## src/rtl/tachometer_pkg.sv

```systemverilog
// Shared types and defaults for the tachometer pulse counter.
package tachometer_pkg;

    localparam int DEFAULT_COUNT_WIDTH = 16;

    typedef enum logic [2:0] {
        ST_IDLE    = 3'd0,
        ST_ARM     = 3'd1,
        ST_COUNT   = 3'd2,
        ST_LATCH   = 3'd3,
        ST_HOLDOFF = 3'd4
    } tach_state_e;

endpackage

```

## src/rtl/tach_input_filter.sv

```systemverilog
// Two-flop synchronizer, run-length glitch filter and rising-edge detect for tach_in.
module tach_input_filter #(
    parameter int FILTER_CYCLES = 4
) (
    input  logic clock,
    input  logic system_reset,
    input  logic tach_in,
    output logic level,
    output logic rise
);

    logic       sync_0;
    logic       sync_1;
    logic [7:0] run_cnt;

    // rise is registered alongside level, so it is high exactly in the first cycle level reads 1.
    always_ff @(posedge clock or negedge system_reset) begin
        if (!system_reset) begin
            sync_0  <= 1'b0;
            sync_1  <= 1'b0;
            level   <= 1'b0;
            rise    <= 1'b0;
            run_cnt <= '0;
        end else begin
            sync_0 <= tach_in;
            sync_1 <= sync_0;
            rise   <= 1'b0;
            if (sync_1 != level) begin
                if (run_cnt == 8'(FILTER_CYCLES - 1)) begin
                    level   <= sync_1;
                    rise    <= sync_1;
                    run_cnt <= '0;
                end else begin
                    run_cnt <= run_cnt + 8'd1;
                end
            end else begin
                run_cnt <= '0;
            end
        end
    end

endmodule

```

## src/rtl/tachometer_pulse_counter.sv

```systemverilog
// Counts filtered tach rising edges over gate-timer windows and latches the result.
module tachometer_pulse_counter
    import tachometer_pkg::*;
#(
    parameter int COUNT_WIDTH    = DEFAULT_COUNT_WIDTH,
    parameter int FILTER_CYCLES  = 4,
    parameter int HOLDOFF_CYCLES = 2
) (
    input  logic                   clock,
    input  logic                   system_reset,
    input  logic                   tach_in,
    input  logic                   timer_on,
    input  logic                   timer_reset,
    output logic                   tachometer_ready,
    output logic [COUNT_WIDTH-1:0] pulse_count,
    output logic                   count_valid,
    output logic                   overflow,
    output tach_state_e            state
);

    localparam int HOLD_W = $clog2(HOLDOFF_CYCLES + 1);

    tach_state_e              next_state;
    logic                     rise;
    logic                     level;
    logic [COUNT_WIDTH-1:0]   win_count;
    logic                     win_ovf;
    logic [HOLD_W-1:0]        hold_cnt;
    logic                     reset_seen;
    logic                     hold_done;
    logic                     win_clear;
    logic                     win_inc;
    logic                     load;

    tach_input_filter #(.FILTER_CYCLES(FILTER_CYCLES)) u_filter (
        .clock        (clock),
        .system_reset (system_reset),
        .tach_in      (tach_in),
        .level        (level),
        .rise         (rise)
    );

    assign hold_done   = (hold_cnt >= HOLD_W'(HOLDOFF_CYCLES - 1));
    assign count_valid = (state == ST_LATCH);

    always_ff @(posedge clock or negedge system_reset) begin
        if (!system_reset) begin
            state <= ST_IDLE;
        end else begin
            state <= next_state;
        end
    end

    always_comb begin
        next_state       = state;
        tachometer_ready = 1'b0;
        win_clear        = 1'b0;
        win_inc          = 1'b0;
        load             = 1'b0;
        case (state)
            ST_IDLE: begin
                next_state = ST_ARM;
            end
            ST_ARM: begin
                tachometer_ready = 1'b1;
                win_clear        = 1'b1;
                if (!timer_reset && timer_on) begin
                    next_state = ST_COUNT;
                end
            end
            ST_COUNT: begin
                tachometer_ready = 1'b1;
                // An abort discards the window; a closing cycle latches it without its own edge.
                if (timer_reset) begin
                    next_state = ST_HOLDOFF;
                end else if (!timer_on) begin
                    next_state = ST_LATCH;
                    load       = 1'b1;
                end else begin
                    win_inc = rise;
                end
            end
            ST_LATCH: begin
                next_state = ST_HOLDOFF;
            end
            ST_HOLDOFF: begin
                if (hold_done && (reset_seen || timer_reset)) begin
                    next_state = ST_ARM;
                end
            end
            default: begin
                next_state = ST_IDLE;
            end
        endcase
    end

    always_ff @(posedge clock or negedge system_reset) begin
        if (!system_reset) begin
            win_count <= '0;
            win_ovf   <= 1'b0;
        end else if (win_clear) begin
            win_count <= '0;
            win_ovf   <= 1'b0;
        end else if (win_inc) begin
            if (&win_count) begin
                win_ovf <= 1'b1;
            end else begin
                win_count <= win_count + 1'b1;
            end
        end
    end

    always_ff @(posedge clock or negedge system_reset) begin
        if (!system_reset) begin
            pulse_count <= '0;
            overflow    <= 1'b0;
        end else if (load) begin
            pulse_count <= win_count;
            overflow    <= win_ovf;
        end
    end

    // Holdoff needs both the minimum dwell and proof the timer went back into reset.
    always_ff @(posedge clock or negedge system_reset) begin
        if (!system_reset) begin
            hold_cnt   <= '0;
            reset_seen <= 1'b0;
        end else if (state != ST_HOLDOFF) begin
            hold_cnt   <= '0;
            reset_seen <= 1'b0;
        end else begin
            if (!hold_done) begin
                hold_cnt <= hold_cnt + 1'b1;
            end
            if (timer_reset) begin
                reset_seen <= 1'b1;
            end
        end
    end

endmodule
```

## config.mk

```make
export PLATFORM = sky130hd
export DESIGN_NAME = tachometer_pulse_counter
export DESIGN_NICKNAME = d
export VERILOG_FILES = /design/src/rtl/tachometer_pkg.sv /design/src/rtl/tach_input_filter.sv /design/src/rtl/tachometer_pulse_counter.sv
export SDC_FILE = /design/constraint.sdc
export NUM_CORES = 1
export LEC_CHECK = 0
export CAP_MARGIN = 20
export CORE_ASPECT_RATIO = 1.1
export CORE_UTILIZATION = 62
export CTS_BUF_LIST = sky130_fd_sc_hd__clkbuf_4 sky130_fd_sc_hd__clkbuf_8
export DETAILED_ROUTE_END_ITERATION = 8
export HOLD_SLACK_MARGIN = 0.12
export PLACE_DENSITY = 0.85
export SYNTH_ARGS = -nofsm -noshare
export SYNTH_HDL_FRONTEND = slang
export SYNTH_SLANG_ARGS = --single-unit
```

## constraint.sdc

```tcl
create_clock -name clock -period 4.7 [get_ports clock]
set_clock_uncertainty 0.2 [all_clocks]
set_input_delay 1.41 -clock clock [delete_from_list [all_inputs] [get_ports clock]]
set_output_delay 1.41 -clock clock [all_outputs]
set_load 0.02 [all_outputs]
```

Yosys cells after proc, flatten, opt, wreduce, memory -nomap -nowiden --
Index checks and enable logic that the tools add are counted.
Storage, ports and cells: register bits 52, bits of input ports 5, output and inout port bits 22, logic and storage cells 69
Operators by class: add/subtract/negate cells 3, order comparisons 1, equal/unequal tests 12, multiplexer cells 27, reductions and logical operators 14
Operators by type and width (number):
- $mux 16 | 3
- $add 16x1->16 const B | 1
- $mux 8 | 2
- $reduce_and 16->1 | 1
- $mux 1 | 15
- $pmux 3 s5 | 1
- $mux 3 | 4
- $add 8x1->8 const B | 1
- $eq 8x2->1 const B | 1
- $eq 3x2->1 const B | 2
- $ne 2x2->1 const B | 3
- $ne 3x3->1 const B | 2
- $reduce_and 2->1 | 3
- $reduce_bool 2->1 | 3
- $mux 2 | 2
- $eq 3x1->1 const B | 1
- $eq 3x3->1 const B | 1
- $logic_not 3->1 | 1
- $reduce_and 3->1 | 1
- $add 2x1->2 const B | 1
- $ge 2x1->1 const B | 1
- $logic_and 1x1->1 | 2
- $ne 2x1->1 const B | 1
- $reduce_or 2->1 | 1
- other kinds (3) | 3

Logic depth before layout (Yosys ltp) --
depth in word-level cells 5, depth in mapped cells 6

Modules after synthesis --
A second synthesis with hierarchy kept.
Second synthesis, totals: cells, all modules 228, area total of the unflattened synthesis 2472.4 µm²
By module, submodules not included:
- tachometer_pulse_counter | times used 1, cells each 183, area each 1963.1 µm², sequential area each 1001.0 µm²
- tach_input_filter | times used 1, cells each 45, area each 509.2 µm², sequential area each 300.3 µm²

Worst setup path before layout --
OpenSTA, ideal clock, no wires.
path type input to register, from input timer_reset, to register win_count[11], library setup time 0.078 ns, arrival 3.280 ns, required time 4.422 ns, path slack 1.142 ns, cell stages on the path 6, path buffers 2, path through or4b_1 > buf_2 > or4_1 > clkbuf_2 > or4_1 > a21oi_1
Between the ends: longest elaborated chain between the ends 4
RTL lines:
- start: declaration | RTL line tachometer_pulse_counter.sv:13 | input logic timer_reset,
- $mux 1 | RTL line tachometer_pulse_counter.sv:74 | if (timer_reset) begin
- $mux 1 | RTL line tachometer_pulse_counter.sv:60 | case (state)
- $reduce_bool 2->1 (no line)
- $reduce_and 2->1 (no line)
- end signal: assignment | RTL line tachometer_pulse_counter.sv:108 | win_count <= win_count + 1'b1;
- end: declaration | RTL line tachometer_pulse_counter.sv:26 | logic [COUNT_WIDTH-1:0] win_count;
No other way between the ends. A chain may end at the register's enable or synchronous reset.

Worst setup path after layout --
Same ends and word-level chain as after synthesis.

==> summary.md <==
| Metric | Value |
|---|---|
| Latest clock arrival within the worst-skew pair | `0.30 ns` |
| Antenna violations before repair | `0` |
| Share of layout cells above drive strength 1 | `14.3%` |
| Total global-route track usage | `26.2%` |
| DR WL/cell | `15.7 microns` |
| Largest net degree at the start of global routing | `52` |
| Arrival @ worst endpoint | `3.91 ns` |
| Mapped cell area | `2380 sq um` |
| Reg clk slew, reported paths | `0.09 ns` |
| Worst hold path type | `register to register` |
| Inserted Clock Buffers | `5` |
| CP Launch Type | `input port` |
| Num rows | `23` |
| Drt pass-1 iters | `4` |
| Final wirelength | `4730 microns` |
| Iteration-0 DRC Markers | `101` |
| Vias in the first global route | `1,700` |
| Average size of a mapped cell | `10.9 sq um` |
| Final setup fails | `0` |
| Vias after detailed routing | `1,807` |
| Period utilization | `82.7%` |
| Grt ovf | `0` |
| ANT nets after route | `0` |
| NumNets Final | `259` |
| # diodes | `0` |
| Power per cell area | `398 nW/um^2` |
| Top cell type's share of synthesized area | `54.8%` |
| Register area share after synthesis | `54.8%` |
| Full die area | `4080 sq um` |
| IO Pins | `27` |
| Synth Net Count | `226` |
| CP required | `4.73 ns` |
| Top FF cell, synth | `dfrtp_1` |
| Synthesized instance count | `218` |
| Count of cell types in the netlist | `39` |
| EDFF count, synth | `0` |
| Fmax | `257 MHz` |
| Worst-path fanout max | `8` |
| Min cycle time layout | `3.89 ns` |
| Leading area contributor after synthesis | `dfrtp_1` |
| CTS tree | `yes` |
| Max VDD drop | `0.394 mV` |
| Final Util | `78.9%` |
| Global placer's final weighted congestion | `0.822` |
| Hpwl dp | `3220 microns` |
| Leakage | `1.26 nW` |
| Worst slew pin tran | `0.992 ns` |
| Critical Setup Path Class | `input port to register` |
| Num Clock Sinks | `52` |
| Fin. Hold Viols | `0` |
| Fillcell total | `262` |
| DIE HEIGHT | `66.9 microns` |
| Post-CTS Hold Fix Bufs | `0` |
| RSZ-0062 raised after global routing | `no` |
| CTS root buffer | `clkbuf_8` |
| Slew Viols, Final | `0` |
| Core box area | `3650 sq um` |
| CTS resizes | `0` |
| Post-synth ARST share | `100%` |
| Starting Density | `65.0%` |
| Global-route wire length before repair | `7720 microns` |
| Rel. slew slack | `33.6%` |
| # H-tree levels | `2` |
| Post-CTS setup buffers | `0` |
| Yosys reg bits | `52` |
| TNS Setup | `0 ns` |
| Total of max-cap violations | `0` |
| Synthesis-to-finish area growth | `21.3%` |
| Crit. End Element | `register` |
| Most area-consuming cells after synthesis | `dfrtp_1 55%, mux2_2 8.5%, nor2_1 3.5%` |
| Horiz. Die Dim | `61.0 microns` |
| DR vias/cell | `5.98` |
| Yosys warning count | `0` |
| I/O Buffers | `26` |
| Drt drc | `0` |
| Max clock buf depth | `2` |
| Status | `finished, final reports clean` |
==> worst max-delay path, cell delays in order <==
cell and delay (ns):
clkdlybuf4s50_1 0.48, or4b_1 0.60, or4_1 0.71, or4_1 0.55
a21oi_1 0.16
==> power breakdown <==
group | leakage [nW] | switching (mW) | internal [mW]
sequential | 0.713 | 0.0360 | 0.477
combinational | 0.469 | 0.135 | 0.0917
clock | 0.0784 | 0.141 | 0.266
total | 1.26 | 0.312 | 0.834
==> flip-flops by register name, summed over array words and instances, names as in the netlist <==
name              cells
pulse_count          16
win_count            16
u_filter.run_cnt      8
state                 3
hold_cnt              2
overflow              1
reset_seen            1
u_filter.level        1
u_filter.rise         1
u_filter.sync_0       1
u_filter.sync_1       1
win_ovf               1
==> layer usage <==
| metal | track usage (%) | routed length, microns | vias up |
|---|---|---|---|
| li1 | - | - | 862 |
| met1 | 32.6 | 1990 | 872 |
| met2 | 42.3 | 2440 | 62 |
| met3 | 6.41 | 191 | 11 |
| met4 | 11.9 | 112 | 0 |
| met5 | 0 | 0 | - |
==> cell families (layout without fill, tap and decap cells) <==
group / after synthesis / in the layout / synth area share (%)
and+or+nand+nor: 87 / 87 / 19.7
DFF: 52 / 52 / 54.8
AOI/OAI and AO/OA: 35 / 35 / 8.95
muxes: 22 / 22 / 10.2
buffers and inverters: 11 / 45 / 1.84
xor gates and xnor gates: 8 / 8 / 2.95
adders and majority gates: 3 / 3 / 1.58
==> placed cells by master, fill, tap and decap left out, drive strengths merged, types with 2 or more instances in the layout <==
master / n
inv: 5
xor2: 3
bufinv: 3
xnor2: 5
or2: 2
nor3: 3
nor2: 22
ha: 3
buf: 6
or4: 9
or3: 2
dfrtp: 52
nor4: 3
o21ai: 7
clkbuf: 6
and3: 5
nand2: 13
o31ai: 7
mux2: 18
nand4: 7
a21oi: 14
nand3: 10
clkdlybuf4s50: 25
nor3b: 2
nand2b: 2
mux2i: 4
==> cells in the mapped netlist, types with 3 or more instances <==
| cell | n |
|---|---|
| nand2_1 | 13 |
| mux2i_1 | 4 |
| xor2_1 | 3 |
| nand4_1 | 7 |
| nor4_1 | 3 |
| clkbuf_1 | 4 |
| ha_1 | 3 |
| xnor2_1 | 5 |
| a21oi_1 | 14 |
| inv_1 | 5 |
| nand3_1 | 10 |
| nor3_1 | 3 |
| o21ai_0 | 7 |
| or4_1 | 9 |
| dfrtp_1 | 52 |
| mux2_2 | 18 |
| nor2_1 | 22 |
| and3_1 | 5 |
| o31ai_1 | 7 |
==> cell type report <==
type                    count  area, sq um  area share, %
multi-input cells         155         1030           35.8
clock inverters             3         90.1           3.13
flip-flops and latches     52         1300           45.1
repair buffers             32          310           10.8
inverters                   5         18.8          0.651
well taps                  50         62.6           2.17
clock buffers               5         68.8           2.39
==> path summary, 6_finish.rpt <==
path / to / slack [ns] / from / cells after the start
max: win_count[11]$_DFFE_PN0P_ / 0.81 / timer_reset / 5
min: u_filter.sync_1$_DFF_PN0_ / 0.16 / u_filter.sync_0$_DFF_PN0_ / 0
max reg2reg: win_count[11]$_DFFE_PN0P_ / 1.89 / state[2]$_DFFE_PN0P_ / 4
min reg2reg: u_filter.sync_1$_DFF_PN0_ / 0.16 / u_filter.sync_0$_DFF_PN0_ / 0
max in group asynchronous: win_count[6]$_DFFE_PN0P_ / 2.96 / system_reset / 3
min in group asynchronous: state[1]$_DFFE_PN0P_ / 0.76 / system_reset / 1
==> through the flow <==
step / power, mW / setup slack (ns) / instance area, sq um / instances / hold WS (ns)
2_1_floorplan: 0.657 / 1.14 / 2380 / 218 / 0.131
4_1_cts: 1.15 / 0.814 / 2860 / 300 / 0.162
5_1_grt: 1.20 / 0.722 / 2880 / 302 / 0.163
6_report: 1.15 / 0.814 / 2880 / 302 / 0.159
3_3_place_gp: 0.739 / 0.588 / 2700 / 292 / 0.136
3_5_place_dp: 0.748 / 0.501 / 2700 / 292 / 0.141
Power figures use the tool's default switching activity.
